===== config.mk =====
export PLATFORM = sky130hd
export DESIGN_NAME = botao_pedestre
export DESIGN_NICKNAME = d
export VERILOG_FILES = /design/src/rtl/botao_pedestre_pkg.sv /design/src/rtl/botao_pedestre_debounce.sv /design/src/rtl/botao_pedestre.sv
export SDC_FILE = /design/constraint.sdc
export NUM_CORES = 1
export LEC_CHECK = 0
export CORE_MARGIN = 2
export CORE_UTILIZATION = 44
export DETAILED_ROUTE_END_ITERATION = 12
export GPL_ROUTABILITY_DRIVEN = 0
export PLACE_DENSITY = 0.78
export SLEW_MARGIN = 0
export SYNTH_ARGS = -nofsm -noshare
export SYNTH_HDL_FRONTEND = slang
export SYNTH_HIERARCHICAL = 1
export SYNTH_SLANG_ARGS = --single-unit

===== constraint.sdc =====
create_clock -name clk -period 1.56 [get_ports clk]
set_input_delay 0.312 -clock clk [delete_from_list [all_inputs] [get_ports clk]]
set_output_delay 0.312 -clock clk [all_outputs]
set_load 0.01 [all_outputs]

===== src/rtl/botao_pedestre_pkg.sv =====
// ---------------------------------------------------------------------------
// botao_pedestre_pkg
//   Shared definitions for the pedestrian push-button conditioner and the
//   traffic-light controller bench that reuses them.
//   - state_t : request FSM encoding (IDLE=0, REQ=1, LOCKOUT=2; 3 is illegal)
//   - DEF_*   : default parameter values for the conditioner
// ---------------------------------------------------------------------------
package botao_pedestre_pkg;

  typedef enum logic [1:0] {
    IDLE    = 2'd0,
    REQ     = 2'd1,
    LOCKOUT = 2'd2
  } state_t;

  localparam int DEF_SYNC_STAGES     = 2;
  localparam int DEF_DEBOUNCE_CYCLES = 16;
  localparam int DEF_LOCKOUT_CYCLES  = 32;
  localparam int DEF_CNT_W           = 8;

endpackage


===== src/rtl/botao_pedestre_debounce.sv =====
// ---------------------------------------------------------------------------
// botao_pedestre_debounce
//   Synchronises an asynchronous, bouncy level into the clk domain and only
//   lets it change the output after DEBOUNCE_CYCLES consecutive samples that
//   disagree with the current output.
// Parameters
//   SYNC_STAGES      flip-flops in the synchroniser chain (>= 2)
//   DEBOUNCE_CYCLES  consecutive differing samples needed to flip dout (>= 1)
// Ports
//   clk   in   single clock, all state on posedge
//   rst   in   asynchronous active-low reset
//   din   in   raw asynchronous level
//   dout  out  debounced, registered level
// ---------------------------------------------------------------------------
module botao_pedestre_debounce #(
  parameter int SYNC_STAGES     = 2,
  parameter int DEBOUNCE_CYCLES = 16
) (
  input  logic clk,
  input  logic rst,
  input  logic din,
  output logic dout
);

  localparam int CW = $clog2(DEBOUNCE_CYCLES + 1);
  localparam logic [CW-1:0] CNT_LAST = CW'(DEBOUNCE_CYCLES - 1);

  logic [SYNC_STAGES-1:0] r_sync;
  logic                   w_s;
  logic [CW-1:0]          r_cnt;
  logic                   r_db;

  // Plain shift-register synchroniser; the oldest bit is the usable sample.
  always_ff @(posedge clk or negedge rst) begin
    if (!rst) begin
      r_sync <= '0;
    end else begin
      r_sync <= {r_sync[SYNC_STAGES-2:0], din};
    end
  end

  assign w_s = r_sync[SYNC_STAGES-1];

  // The counter measures the run length of samples that disagree with the
  // current output; any agreeing sample restarts the run, so a glitch
  // shorter than DEBOUNCE_CYCLES samples never reaches dout.
  always_ff @(posedge clk or negedge rst) begin
    if (!rst) begin
      r_cnt <= '0;
      r_db  <= 1'b0;
    end else if (w_s == r_db) begin
      r_cnt <= '0;
    end else if (r_cnt == CNT_LAST) begin
      r_db  <= w_s;
      r_cnt <= '0;
    end else begin
      r_cnt <= r_cnt + CW'(1);
    end
  end

  assign dout = r_db;

endmodule


===== src/rtl/botao_pedestre.sv =====
// ---------------------------------------------------------------------------
// botao_pedestre
//   Conditions the raw pedestrian push-button into the held request level
//   `bt` for the traffic-light controller:
//   synchronise -> debounce -> rising-edge detect -> request latch that is
//   held until the controller acknowledges it.
// Build option
//   BOTAO_LOCKOUT_EN : when defined, an acknowledged request is followed by a
//                      LOCKOUT_CYCLES blanking window in which presses are
//                      ignored. When undefined there is no LOCKOUT state and
//                      no timer; REQ returns straight to IDLE on ack.
// Parameters
//   SYNC_STAGES, DEBOUNCE_CYCLES, LOCKOUT_CYCLES, CNT_W
// Ports
//   clk        in   single clock, all state on posedge
//   rst        in   asynchronous active-low reset (0 = reset)
//   btn_raw    in   mechanical button, asynchronous, bouncy, 1 = pressed
//   ack        in   one-cycle pulse from the controller: request served
//   bt         out  registered request level to the controller
//   btn_db     out  debounced button level (registered)
//   req_count  out  accepted requests, saturating at 2^CNT_W-1
//   dbg_state  out  current FSM state encoding (state_t)
// Handshake
//   bt is a level: it rises when a press is accepted and stays high until the
//   controller returns a single-cycle ack strobe. ack outside REQ is ignored;
//   there is no queueing, so a press while bt=1 is dropped.
// ---------------------------------------------------------------------------
module botao_pedestre
  import botao_pedestre_pkg::*;
#(
  parameter int SYNC_STAGES     = DEF_SYNC_STAGES,
  parameter int DEBOUNCE_CYCLES = DEF_DEBOUNCE_CYCLES,
  parameter int LOCKOUT_CYCLES  = DEF_LOCKOUT_CYCLES,
  parameter int CNT_W           = DEF_CNT_W
) (
  input  logic             clk,
  input  logic             rst,
  input  logic             btn_raw,
  input  logic             ack,
  output logic             bt,
  output logic             btn_db,
  output logic [CNT_W-1:0] req_count,
  output logic [1:0]       dbg_state
);

  // Elaboration-time parameter sanity checks.
  if (SYNC_STAGES < 2) begin : g_bad_sync
    $error("SYNC_STAGES must be at least 2");
  end
  if (DEBOUNCE_CYCLES < 1) begin : g_bad_deb
    $error("DEBOUNCE_CYCLES must be at least 1");
  end
  if (LOCKOUT_CYCLES < 1) begin : g_bad_lock
    $error("LOCKOUT_CYCLES must be at least 1");
  end

  localparam logic [CNT_W-1:0] CNT_MAX = '1;

  logic             w_db;
  logic             r_db_q;
  logic             w_press;
  state_t           r_state;
  logic             r_bt;
  logic [CNT_W-1:0] r_count;

`ifdef BOTAO_LOCKOUT_EN
  localparam int TMR_W = (LOCKOUT_CYCLES > 1) ? $clog2(LOCKOUT_CYCLES) : 1;
  localparam logic [TMR_W-1:0] TMR_LOAD = TMR_W'(LOCKOUT_CYCLES - 1);
  logic [TMR_W-1:0] r_timer;
`endif

  botao_pedestre_debounce #(
    .SYNC_STAGES     (SYNC_STAGES),
    .DEBOUNCE_CYCLES (DEBOUNCE_CYCLES)
  ) u_debounce (
    .clk  (clk),
    .rst  (rst),
    .din  (btn_raw),
    .dout (w_db)
  );

  // Rising edge of the debounced level only; releases produce nothing.
  always_ff @(posedge clk or negedge rst) begin
    if (!rst) begin
      r_db_q <= 1'b0;
    end else begin
      r_db_q <= w_db;
    end
  end

  assign w_press = w_db & ~r_db_q;

  // Request FSM. bt is registered alongside the state so it always equals
  // (state == REQ) without a decode after the flops.
  always_ff @(posedge clk or negedge rst) begin
    if (!rst) begin
      r_state <= IDLE;
      r_bt    <= 1'b0;
      r_count <= '0;
`ifdef BOTAO_LOCKOUT_EN
      r_timer <= '0;
`endif
    end else begin
      case (r_state)
        IDLE: begin
          r_bt <= 1'b0;
          if (w_press) begin
            r_state <= REQ;
            r_bt    <= 1'b1;
            if (r_count != CNT_MAX) begin
              r_count <= r_count + CNT_W'(1);
            end
          end
        end
        REQ: begin
          r_bt <= 1'b1;
          // ack wins over a same-cycle press; that press is simply lost.
          if (ack) begin
            r_bt <= 1'b0;
`ifdef BOTAO_LOCKOUT_EN
            r_state <= LOCKOUT;
            r_timer <= TMR_LOAD;
`else
            r_state <= IDLE;
`endif
          end
        end
`ifdef BOTAO_LOCKOUT_EN
        LOCKOUT: begin
          // Presses and acks are ignored here; a button still held when the
          // window closes needs a fresh rising edge to request again.
          r_bt <= 1'b0;
          if (r_timer == '0) begin
            r_state <= IDLE;
          end else begin
            r_timer <= r_timer - TMR_W'(1);
          end
        end
`endif
        default: begin
          // Illegal (or compiled-out) encoding: recover to IDLE.
          r_state <= IDLE;
          r_bt    <= 1'b0;
        end
      endcase
    end
  end

  assign bt        = r_bt;
  assign btn_db    = w_db;
  assign req_count = r_count;
  assign dbg_state = r_state;

endmodule


==> metrics.json <==
{
  "outcome": "completed",
  "postCtsHoldBufs": 0,
  "worst_ir_drop_vdd_uv": 441,
  "cts.path.max_buffers": 2,
  "slew_limit_fails": 0,
  "post_drt_via_cell_ratio": 5.03,
  "layout_commonest_cell": "sky130_fd_sc_hd__dfrtp_1",
  "post_synth.cell_area_avg_um2": 11.8,
  "track_usage_pct": 16.9,
  "share_comb_of_total_power_pct": 4.8,
  "routed_wire_length_per_instance_um": 12.4,
  "floorplan.initialDensity_pct": 47.6,
  "internal_power_w": 0.000614,
  "critPathLaunch": "req_count[6]$_DFFE_PN0P_",
  "drt_first_iter_violations": 13,
  "syn2layout_area_growth_pct": 34.7,
  "multi_input_area_um2": 339,
  "largest_net_degree_at_the_start_of_global_routing": 20,
  "crit-reg2reg-capture": "req_count[1]$_DFFE_PN0P_",
  "arrival_ns": 1.21,
  "final_period_minus_worst_setup_slack_ns": 1.52,
  "number_of_enable_type_register_cells_in_the_synthesized_netlist": 0,
  "totalNegativeSetupSlack_ns": 0,
  "synth_warnings": 6,
  "ff_latch_area_um2": 475,
  "asyncSetResetFlopFracSynth_pct": 100,
  "ant_nets": 0,
  "drc": 0,
  "vias": 629,
  "highest_count_cells_in_the_layout_ignoring_fill_and_taps": "sky130_fd_sc_hd__dfrtp_1 (19), sky130_fd_sc_hd__buf_4 (13), sky130_fd_sc_hd__clkdlybuf4s50_1 (9)",
  "clkLatencyLatePin_ns": 0.29,
  "fin_worst_skew_ns": 0.00286,
  "drt-total-wl_um": 1550,
  "ff2ff_setup_slack_ns": 0.10,
  "layout.filler_cells": 164,
  "drive_gt1_share_pct": 23.0,
  "chipHeight_um": 47.7,
  "switching_share_pct": 22.4,
  "pre_antenna_drt_iters": 4,
  "p_sw_w": 0.000177,
  "dieWidth_um": 47.7,
  "fp.coreArea_um2": 1760,
  "power.density_cell_area_nw_per_um2": 700,
  "post_synth_inst_count": 71,
  "setup_repair_after_global_routing_missed_its_margin": "false",
  "placed_area_um2": 1040,
  "min_period_over_period_pct": 97.4,
  "setup_violations": 0,
  "crit_fanout": 2,
  "final_design_utilization_pct": 64.1,
  "max_freq_ghz": 0.658,
  "fp.dieArea_um2": 2270,
  "crit_path_end": "req_count[6]",
  "crit_cells": 1,
  "detailedPlacementHpwl_um": 1050,
  "clock_sink_count": 19,
  "path_clk_slew_ns": 0.11,
  "critPathKind": "flop to output pin",
  "worst_path_dominant_cell_family": "buffers and inverters",
  "most_used_flip_flop_cell_after_synthesis": "sky130_fd_sc_hd__dfrtp_1",
  "seq_power_share_pct": 64.3,
  "data_required_critical_path_ns": 1.25,
  "crit_path_cell_trace": "clkdlybuf4s50_1",
  "final_hold_viol_count": 0,
  "ios": 16,
  "clock_tree.root_cell": "sky130_fd_sc_hd__clkbuf_4",
  "placement_rows": 15,
  "critPathSlowestCell": "sky130_fd_sc_hd__clkdlybuf4s50_1",
  "critical_path.startpoint_type": "flop",
  "hp-class": "primary input to asynchronous set/reset pin",
  "cts_made_buffers": 3,
  "cp_slowest_stage_delay_ns": 0.54,
  "clock_tree_from_tritoncts": "yes",
  "flip_flop_and_latch_count_after_synthesis": 19,
  "power.share.clock_pct": 30.9,
  "num_antenna_cells": 0,
  "timing.max_cap.violations": 0,
  "cp.buffers_inverters": 1,
  "yosys.cell_types.count": 29,
  "mappedNetlistNets": 77,
  "sequential_fraction_of_the_synthesis_area_pct": 56.6,
  "cts.htree.levels": 1,
  "final_design_area_no_fill_um2": 1130,
  "first_global_vias": 591,
  "p_leak_nw": 0.599,
  "cell_count_of_the_worst_reg_to_reg_path": 4,
  "beginning_of_the_worst_register_to_register_path": "req_count[0]$_DFFE_PN0P_",
  "placement.io_buffers": 14,
  "initial_antenna_violation_count": 0,
  "finish.net_count": 107,
  "syn_area_um2": 840,
  "timing.critical_path.to_type": "output pin",
  "gr-total-overflow": 0,
  "grt_first_pass_wirelength_um": 2610
}
==> power groups by stage <==
stage               combinational, W  clock, W  sequential [W]
CTS                        0.0000387  0.000255        0.000509
global placement           0.0000376         0        0.000517
floorplan                  0.0000156         0        0.000518
detailed placement         0.0000390         0        0.000519
finish                     0.0000380  0.000245        0.000509
global route               0.0000438  0.000270        0.000510
==> Yosys cell counts, types with 2 or more instances <==
cell / count / share of area, %
sky130_fd_sc_hd__ha_1: 2 / 3.0
sky130_fd_sc_hd__and3_1: 2 / 1.5
sky130_fd_sc_hd__and4_1: 2 / 2.1
sky130_fd_sc_hd__xor2_1: 4 / 4.2
sky130_fd_sc_hd__mux2_2: 2 / 2.7
sky130_fd_sc_hd__xnor2_1: 2 / 2.1
sky130_fd_sc_hd__a21oi_1: 3 / 1.8
sky130_fd_sc_hd__dfrtp_1: 19 / 57
sky130_fd_sc_hd__nor2_1: 5 / 2.2
sky130_fd_sc_hd__o21ai_0: 4 / 2.4
sky130_fd_sc_hd__inv_1: 4 / 1.8
sky130_fd_sc_hd__nand3_1: 4 / 2.4
sky130_fd_sc_hd__a211oi_1: 2 / 1.8
==> sequential cells by signal, indices dropped and copies added, names as in the netlist <==
name / cells
dbg_state: 1
r_db_q: 1
bt: 1
u_debounce/r_cnt: 5
req_count: 8
u_debounce/dout: 1
u_debounce/r_sync: 2
==> per-layer routing <==
metal,up-vias,track usage [%],part of all wire [%]
met5,-,0,0
met4,0,10.3,1.2
met3,2,4.15,5.4
met2,16,23.7,46
met1,301,23.2,48
li1,310,-,-
==> timing repair <==
item | in CTS | in global routing
setup buffers | 8 | 0
gates resized for setup | 2 | 4
endpoints found under the hold margin | 0 | 0
endpoints found under the setup margin | 9 | 4
==> cell families (layout without fill, tap and decap cells) <==
| logic type | count (synthesis) | after routing | synth area share [%] |
|---|---|---|---|
| and+or+nand+nor | 21 | 21 | 16.5 |
| DFF | 19 | 19 | 56.6 |
| AOI/OAI and AO/OA | 12 | 12 | 8.64 |
| xor gates and xnor gates | 6 | 6 | 6.26 |
| buffers and inverters | 6 | 35 | 3.28 |
| muxes | 4 | 4 | 5.22 |
| adders and majority gates | 2 | 2 | 2.98 |
| other | 1 | 1 | 0.447 |
==> metrics by stage <==
step           std cells  power (W)  hold WS, ns  worst slack [ns]
2_1_floorplan         71   0.000533       0.0164           0.00358
3_3_place_gp         113   0.000555        0.334             0.155
3_5_place_dp         113   0.000558        0.340            0.0998
4_1_cts              125   0.000802        0.336           0.00412
5_1_grt              125   0.000824        0.353           0.00230
6_report             125   0.000792        0.337            0.0399
==> worst reg2reg max path, stage by stage, from the launching register on <==
cell and delay (ns):
sky130_fd_sc_hd__dfrtp_1 0.37, sky130_fd_sc_hd__ha_1 0.24, sky130_fd_sc_hd__nand3_1 0.13, sky130_fd_sc_hd__o21ai_1 0.26, sky130_fd_sc_hd__mux2_2 0.37
==> area by class of cell <==
type / instances / share of cell area (%)
clock buffer: 3 / 1.99
clock inverter: 1 / 0.442
inverter: 4 / 1.33
multi-input combinational: 46 / 30.0
sequential: 19 / 42.0
tap: 25 / 2.77
timing repair buffer: 27 / 21.5
==> worst min-delay path by stage <==
stage | slack (ns) | to | cells after the start | startpoint
final | 0.34 | req_count[1]$_DFFE_PN0P_ | 2 | rst
after global routing | 0.35 | u_debounce/r_cnt[3]$_DFF_PN0_ | 2 | rst
after CTS | 0.34 | u_debounce/r_cnt[3]$_DFF_PN0_ | 2 | rst
after detailed placement | 0.34 | u_debounce/r_sync[1]$_DFF_PN0_ | 0 | u_debounce/r_sync[0]$_DFF_PN0_
after global placement | 0.33 | u_debounce/r_sync[1]$_DFF_PN0_ | 0 | u_debounce/r_sync[0]$_DFF_PN0_
after floorplan | 0.02 | bt$_DFF_PN0_ | 0 | rst
No activity file was read; power rests on OpenSTA's default activity.
